### config.mk
export PLATFORM = sky130hd
export DESIGN_NAME = branch_target_predictor
export DESIGN_NICKNAME = d
export VERILOG_FILES = /design/src/rtl/branch_target_predictor.sv
export SDC_FILE = /design/constraint.sdc
export NUM_CORES = 2
export LEC_CHECK = 0
export BUFFER_PORTS_ARGS = -buffer_cell sky130_fd_sc_hd__buf_2
export CAP_MARGIN = 20
export CORE_MARGIN = 2
export CORE_UTILIZATION = 39
export CTS_CLUSTER_SIZE = 25
export DETAILED_ROUTE_END_ITERATION = 8
export PLACE_DENSITY = 0.57
export SLEW_MARGIN = 10
export SYNTH_ARGS = -nofsm -noshare
export SYNTH_HDL_FRONTEND = slang
export SYNTH_SLANG_ARGS = --single-unit
export TNS_END_PERCENT = 1
### constraint.sdc
create_clock -name clk -period 10.5 [get_ports clk]
set_input_delay 0.525 -clock clk [delete_from_list [all_inputs] [get_ports clk]]
set_output_delay 0.525 -clock clk [all_outputs]
set_load 0.05 [all_outputs]
### src/rtl/branch_target_predictor.sv
// branch_target_predictor
//   Direct-mapped branch target buffer with per-entry saturating counters, tag
//   check and a saturating mispredict counter. Looked up combinationally by the
//   IF-stage PC, trained at the clock edge by the ID-stage resolution.
//
//   Optional feature macro: GSHARE_EN
//     When defined, a GHR_W-bit global history register is XORed into the low
//     index bits for both lookup and training, and the ports pred_ghr/upd_ghr
//     are added. When undefined, indexing uses PC bits only.
//
//   Ports:
//     clk            main clock
//     arst_n         synchronous active-low reset (despite the name)
//     en             pipeline advance; 0 freezes all state
//     if_pc          IF-stage PC to look up
//     pred_hit       valid tag match for if_pc
//     pred_taken     predict taken
//     pred_target    predicted target, 0 on a miss
//     upd_valid      ID stage holds a resolved branch/jump
//     upd_pc         PC of the resolved instruction
//     upd_taken      actual outcome
//     upd_target     actual taken target
//     upd_pred_taken prediction that was used for this instruction
//     mispredict_cnt saturating count of mispredictions
//     pred_ghr       (GSHARE_EN) current global history
//     upd_ghr        (GSHARE_EN) history the resolved instruction was predicted with
module branch_target_predictor #(
    parameter int unsigned PC_W    = 64,
    parameter int unsigned ENTRIES = 16,
    parameter int unsigned CNT_W   = 2,
    parameter int unsigned GHR_W   = 4
) (
    input  logic            clk,
    input  logic            arst_n,
    input  logic            en,
    input  logic [PC_W-1:0] if_pc,
    output logic            pred_hit,
    output logic            pred_taken,
    output logic [PC_W-1:0] pred_target,
    input  logic            upd_valid,
    input  logic [PC_W-1:0] upd_pc,
    input  logic            upd_taken,
    input  logic [PC_W-1:0] upd_target,
    input  logic            upd_pred_taken,
    output logic [31:0]     mispredict_cnt
`ifdef GSHARE_EN
    ,
    output logic [GHR_W-1:0] pred_ghr,
    input  logic [GHR_W-1:0] upd_ghr
`endif
);

    localparam int unsigned IdxW = $clog2(ENTRIES);
    localparam int unsigned TagW = PC_W - IdxW - 2;

    localparam logic [CNT_W-1:0] CtrMax    = {CNT_W{1'b1}};
    localparam logic [CNT_W-1:0] CtrWeakT  = CNT_W'(1) << (CNT_W - 1);
    localparam logic [CNT_W-1:0] CtrWeakNt = CtrWeakT - CNT_W'(1);

    // Packed storage keeps whole-table reset a single assignment.
    logic [ENTRIES-1:0]            valid_q;
    logic [ENTRIES-1:0][TagW-1:0]  tag_q;
    logic [ENTRIES-1:0][PC_W-1:0]  target_q;
    logic [ENTRIES-1:0][CNT_W-1:0] ctr_q;
    logic [31:0]                   cnt_q;

    logic [IdxW-1:0]  lk_idx;
    logic [TagW-1:0]  lk_tag;
    logic [IdxW-1:0]  up_idx;
    logic [TagW-1:0]  up_tag;
    logic             up_hit;
    logic [CNT_W-1:0] up_ctr;
    logic [CNT_W-1:0] up_ctr_d;
    logic             train;
    logic             mispredict;

    // Low PC bits are word offset and never reach the table.
    logic unused_pc_bits;
    assign unused_pc_bits = ^{if_pc[1:0], upd_pc[1:0]};

`ifdef GSHARE_EN
    logic [GHR_W-1:0] ghr_q;
    logic [GHR_W:0]   ghr_shift;

    assign pred_ghr  = ghr_q;
    // Repair history from the resolved path; top bit of the concatenation drops off.
    assign ghr_shift = {upd_ghr, upd_taken};

    assign lk_idx = if_pc[IdxW+1:2] ^ IdxW'(ghr_q);
    assign up_idx = upd_pc[IdxW+1:2] ^ IdxW'(upd_ghr);

    always_ff @(posedge clk) begin
        if (!arst_n) begin
            ghr_q <= '0;
        end else if (train) begin
            ghr_q <= ghr_shift[GHR_W-1:0];
        end
    end
`else
    assign lk_idx = if_pc[IdxW+1:2];
    assign up_idx = upd_pc[IdxW+1:2];
`endif

    assign lk_tag = if_pc[PC_W-1:IdxW+2];
    assign up_tag = upd_pc[PC_W-1:IdxW+2];

    // Lookup: reads registered state only, so a same-cycle update is not bypassed.
    always_comb begin
        pred_hit    = valid_q[lk_idx] && (tag_q[lk_idx] == lk_tag);
        pred_taken  = pred_hit && ctr_q[lk_idx][CNT_W-1];
        pred_target = pred_hit ? target_q[lk_idx] : '0;
    end

    assign train      = en && upd_valid;
    assign mispredict = train && (upd_pred_taken != upd_taken);
    assign up_hit     = valid_q[up_idx] && (tag_q[up_idx] == up_tag);
    assign up_ctr     = ctr_q[up_idx];

    always_comb begin
        up_ctr_d = up_ctr;
        if (upd_taken) begin
            if (up_ctr != CtrMax) begin
                up_ctr_d = up_ctr + CNT_W'(1);
            end
        end else begin
            if (up_ctr != '0) begin
                up_ctr_d = up_ctr - CNT_W'(1);
            end
        end
    end

    always_ff @(posedge clk) begin
        if (!arst_n) begin
            valid_q  <= '0;
            tag_q    <= '0;
            target_q <= '0;
            ctr_q    <= {ENTRIES{CtrWeakNt}};
        end else if (train) begin
            if (up_hit) begin
                ctr_q[up_idx] <= up_ctr_d;
                if (upd_taken) begin
                    target_q[up_idx] <= upd_target;
                end
            end else if (upd_taken) begin
                // Allocate, evicting whatever aliased into this slot.
                valid_q[up_idx]  <= 1'b1;
                tag_q[up_idx]    <= up_tag;
                target_q[up_idx] <= upd_target;
                ctr_q[up_idx]    <= CtrWeakT;
            end
        end
    end

    always_ff @(posedge clk) begin
        if (!arst_n) begin
            cnt_q <= '0;
        end else if (mispredict && (cnt_q != 32'hFFFF_FFFF)) begin
            cnt_q <= cnt_q + 32'd1;
        end
    end

    assign mispredict_cnt = cnt_q;

endmodule

# [Yosys cells after proc, flatten, opt, wreduce, memory -nomap -nowiden]
# Cells that the tools add are included.
[classes] n_addsub=3 n_lt_le_gt_ge=3 n_eq_ne=5 n_mux=31 bitwise_logic=5 reduce_logical=12
[op_table] cell="$bwmux W1024" count=1
[op_table] cell="$bwmux W928" count=1
[op_table] cell="$bmux W58 S4" count=2
[op_table] cell="$bmux W64 S4" count=1
[op_table] cell="$demux W64 S4" count=1
[op_table] cell="$demux W58 S4" count=1
[op_table] cell="$mux W64" count=3
[op_table] cell="$mux W58" count=3
[op_table] cell="$eq A58 B58 Y1" count=2
[op_table] cell="$mux W32" count=2
[op_table] cell="$add A32 B1 Y32 const B" count=1
[op_table] cell="$bwmux W32" count=1
[op_table] cell="$ne A32 B32 Y1 const B" count=1
[op_table] cell="$or A16 B16 Y16" count=2
[op_table] cell="$and A16 B16 Y16" count=1
[op_table] cell="$bmux W2 S4" count=2
[op_table] cell="$not A16 Y16" count=1
[op_table] cell="$mux W2" count=6
[op_table] cell="$lt A4 B5 Y1 const B" count=2
[op_table] cell="$bmux W1 S4" count=2
[op_table] cell="$demux W2 S4" count=1
[op_table] cell="$logic_and A1 B1 Y1" count=7
[op_table] cell="$demux W1 S4" count=1
[op_table] cell="$ge A4 B1 Y1 const B" count=1
[op_table] cell="other kinds (9)" count=13
[totals] reg_bits=2032 input_bits=198 out_inout_bits=98 wordCells=109

# [Depth between registers and ports, before layout]
[depth] depth_word=8 mapped_depth=19

# [Least setup slack after synthesis]
# Ideal clock, no wire load.
[synth_path] kind="input to output" start="input port if_pc[2]" end="output port pred_target[14]" arrival_ns=4.738 required_ns=9.975 slack_ns=5.237 path_stages=15 n_path_buf=8 path_cell_list="buf_4 buf_6 buf_4 buf_2 buf_2 clkbuf_1 mux4_2 mux4_2 xor2_1 nor4_1 nand2_1 or4_1 buf_2 buf_2 nor2b_1"
[synth_between] elab_chain_len=5 word_cells_on_any_way=9
[synth_rtl] item="start: declaration" line_no="36" text="input logic [PC_W-1:0] if_pc,"
[synth_rtl] item="$bmux W58 S4" line_no="109" text="pred_hit = valid_q[lk_idx] && (tag_q[lk_idx] == lk_tag);"
[synth_rtl] item="$mux W58 (implied by the code)" line_no="109"
[synth_rtl] item="$eq A58 B58 Y1" line_no="109"
[synth_rtl] item="$logic_and A1 B1 Y1" line_no="109"
[synth_rtl] item="$mux W64 (*)" line_no="111" text="pred_target = pred_hit ? target_q[lk_idx] : '0;"
[synth_rtl] item="end: declaration" line_no="39" text="output logic [PC_W-1:0] pred_target,"
# Mark *: on every way between the ends. The rest lies on a longest branch, timed or not. The select of a mux whose other input is x is not followed.

# [Worst setup path after layout]
[layout_path] start="input port if_pc[2]" end="output port pred_target[60]"
# The elaborated chain is that of the path after synthesis.

==> run summary <==
The flow ran to the end, but the final reports show violations. Hold timing on the final database bottoms out at a slack of about 62 ps. The switching part of the total power is 0.2503. In this run the power spent charging and discharging nets is 4.261 mW. The area inside the core boundary is 251400 µm². The library cell used most frequently in the layout, excluding fill and tap cells, is sky130_fd_sc_hd__nand2_1. The number of top-level design ports came out at 296. The endpoint type of the worst setup path is an output pin. The number of nets at the end of the flow is 10822. The fraction of synthesis flops using an asynchronous set or reset pin came out at 0. The via count came out at 90474. From bottom edge to top edge, the die measures ~510 µm. The die area came out at 256800 µm².

The cell sitting at the root of the clock tree is a sky130_fd_sc_hd__clkbuf_16. The die is 506.7 µm wide. The routed wire length per instance is 28.65 µm. The number of warning messages in the yosys log came out at 0. The highest ir drop seen on vdd came out at 0.0002004 V. The total congestion overflow is 0. The number of input and output port buffers inserted came out at 291. Setup repair after global routing left no endpoint under its margin. The number of buffers inserted by post-CTS setup repair came out at 0. The highest fanout seen on the critical path is 84. The cell area after placement is 100900 µm².

Leaving out fill and tap cells, the most frequent cells in the layout are sky130_fd_sc_hd__nand2_1, sky130_fd_sc_hd__dfxtp_1, sky130_fd_sc_hd__a21oi_1. The count of different cell masters after synthesis came out at 79. The net count of the mapped netlist is 11438. The mean area per synthesized cell came out at 8.769 µm². The predominant post-synthesis flop cell is sky130_fd_sc_hd__dfxtp_1. The summed instance area of the synthesized netlist is 98560 µm². The count of state elements after synthesis is 2032. The accumulated negative setup slack is 0 ps. In this run the worst setup path terminates at pred_target[60]. The H-tree depth reported by CTS is 4.

Detailed placement finished with a half-perimeter wire length of 214.8 mm. The flop-to-flop setup slack came out at 4480 ps. For the worst flop-to-flop path, the logic depth is 12.

After clock tree synthesis, the repair step resized 0 gates. The core utilization of the finished layout is 0.4343. The endpoint identified for the worst register-to-register timing path is tag_q[658]. For this run, the total global-route usage over all layers was measured as 0.3034. The clock network latency to the later pin of the worst-skew pair came out at roughly 900 ps.

The final period demand of the worst path is around 7000 ps. The first-pass GRT wire length came out at 587.6 mm. The power density over the cells came out at 155.9 nW/µm².

After detailed routing, the number of vias per cell comes to 6.379. In this run the worst hold path is classified as in -> reg. The maximum number of buffers from clock root to sink came out at 3. The count of nets left with antenna violations once routing finished came out at 0. The hold buffer count at cts is 66. The part of the power in registers came out at 0.456. The total setup violations reported at the end of the flow came out at 0. The global placement routability congestion came out at 0.8999.

For this block, the routed nets add up to 406.3 mm of wire. The worst setup path is launched from an input port. The number of iterations in the first detailed-routing pass is 9. The share of total power dissipated in the clock network is 0.479. The share of post-route cells with drive strength above 1 came out at 0.1570. The filler cells instantiated in the layout total 24173. The share of the clock period used by the worst path after layout is 0.6635. The final count of pins violating max slew is 77. The placement row count came out at about 180. The number of sinks handled by clock tree synthesis came out at around 2000. The final reports fail on slew limit. The headroom to the max-slew limit came out at -0.03568.

The proportion of synthesized chip area in sequential cells came out at 0.4127. Clock tree synthesis inserted a total of about 220 buffers. Entering global routing, the biggest net connects about 260 pins. The remaining design rule violation count is 0.

The initial antenna violation count is 68. The number of global-route vias before repair is 85308. The number of violations reported at the end of detailed-routing iteration 0 is 14911. The starting density of the core came out at 0.3920. The final design instance area without fill came out at between 100000 and 150000 µm². Cell internal power was estimated by the tool at 12.76 mW. The worst setup path is of the in -> out kind. The area added between synthesis and finish is 10.78%.

The peak clock frequency supported by timing came out at 143.5 MHz. The required time of the critical path is 9980 ps. In this run the critical register-to-register path is launched from tag_q[101]. Yosys mapped a number of flops with a built-in enable equal to 0. Clock-pin slew was measured on the worst setup and hold paths at 60 ps. Between clock sinks in the finished design, the worst skew comes to 49.49 ps. The number of max-capacitance violations reported came out at 0. The number of endpoints with negative hold slack in the final report was 0.

The portion of total power attributed to combinational logic came out at 0.065. The data arrival at the endpoint of the critical path came out at ~6400 ps. The leakage power figure is around 35 nW. The synthesized instance count is 11239. The CTS tree is built. The launching instance or port of the critical path is if_pc[2]. For the pin with the worst max-slew slack, the measured transition is 1554 ps.
==> Yosys cell counts, drive strengths merged (10+ instances only) <==
| master | n | area, µm² |
|---|---|---|
| a21oi | 1996 | 9990 |
| a221oi | 16 | 140.1 |
| a22oi | 61 | 457.9 |
| a31oi | 24 | 150.1 |
| and2 | 16 | 100.1 |
| and3 | 29 | 181.4 |
| and4 | 11 | 96.34 |
| buf | 225 | 1086 |
| clkbuf | 1131 | 4247 |
| dfxtp | 2032 | 40680 |
| inv | 43 | 161.4 |
| mux2 | 56 | 630.6 |
| mux2i | 190 | 1902 |
| mux4 | 763 | 17180 |
| nand2 | 2170 | 8145 |
| nand3 | 961 | 4810 |
| nand4 | 17 | 106.4 |
| nor2 | 111 | 419.2 |
| nor2b | 78 | 488.0 |
| nor3 | 10 | 50.05 |
| nor4 | 16 | 106.4 |
| o21a | 18 | 135.1 |
| o21ai | 972 | 4865 |
| o22ai | 57 | 419.2 |
| xnor2 | 50 | 437.9 |
| xor2 | 76 | 665.6 |
==> cell type report <==
cell class | count | area, µm² | share of cell area
diodes | 27 | 67.56 | 0.0006188
clock buffers | 335 | 6575 | 0.06022
clock inverters | 67 | 980.9 | 0.008984
inverters | 44 | 172.7 | 0.001581
multi-input cells | 7807 | 52740 | 0.4831
flip-flops and latches | 2032 | 40680 | 0.3726
well taps | 3348 | 4189 | 0.03837
repair buffers | 522 | 3780 | 0.03462
==> registers in the layout (all words and copies together) (netlist names) <==
signal	flops
target_q	1024
tag_q	928
ctr_q	32
mispredict_cnt	32
valid_q	16
==> metrics by stage <==
step	worst slack [ps]	std cells	power, mW
2_1_floorplan	5237	11239	8.617
3_3_place_gp	3448	13679	8.967
3_5_place_dp	3382	13684	8.980
4_1_cts	3568	14152	17.06
5_1_grt	3344	14164	17.44
6_report	3533	14182	17.02
==> worst min-delay path by stage <==
| stage | start | to | slack (ps) | depth (start not counted) |
|---|---|---|---|---|
| after floorplan | target_q[256] | target_q[256] | 430 | 2 |
| after global placement | target_q[575] | target_q[575] | 440 | 2 |
| after detailed placement | target_q[374] | target_q[374] | 440 | 2 |
| after CTS | upd_pc[63] | tag_q[579] | 0.5 | 3 |
| after global routing | upd_pc[63] | tag_q[289] | 40 | 3 |
| final | upd_pc[48] | tag_q[216] | 60 | 3 |
==> worst max-delay path, cell delays in order <==
cell	delay, ps
sky130_fd_sc_hd__buf_8	600
sky130_fd_sc_hd__buf_12	600
sky130_fd_sc_hd__mux4_2	620
sky130_fd_sc_hd__mux4_2	570
sky130_fd_sc_hd__inv_1	280
sky130_fd_sc_hd__o22ai_1	120
sky130_fd_sc_hd__a221oi_1	260
sky130_fd_sc_hd__nand4_1	120
sky130_fd_sc_hd__or4_1	550
sky130_fd_sc_hd__or4_4	790
sky130_fd_sc_hd__buf_4	420
sky130_fd_sc_hd__nor2b_1	360
sky130_fd_sc_hd__buf_2	330
==> metal layers <==
| layer | routed length (µm) | part of all wire | GRT usage | vias to the layer above |
|---|---|---|---|---|
| met5 | 439 | 0.0011 | 0 | - |
| met4 | 20980 | 0.052 | 0.1427 | 68 |
| met3 | 50540 | 0.12 | 0.08071 | 1160 |
| met2 | 177700 | 0.44 | 0.4550 | 5781 |
| met1 | 156600 | 0.39 | 0.4064 | 44805 |
| li1 | - | - | - | 38660 |
==> cell families after synthesis <==
| group | count (synthesis) | synth area share |
|---|---|---|
| simple gates | 3458 | 0.1501 |
| flops | 2032 | 0.4127 |
| compound gates | 3212 | 0.1700 |
| xor+xnor | 126 | 0.01120 |
| fa+ha+maj | 2 | 0.0002285 |
| mux | 1009 | 0.2000 |
| buf+inv | 1400 | 0.05578 |
==> power by group through the flow <==
stage	registers [mW]	clock network (mW)	logic, mW
after global placement	7.93	0	1.04
after detailed placement	7.93	0	1.05
after CTS	7.76	8.22	1.08
final	7.76	8.15	1.11
after floorplan	7.93	0	0.691
after global routing	7.76	8.53	1.14
Note: power is estimated with default switching activity, not from simulation.
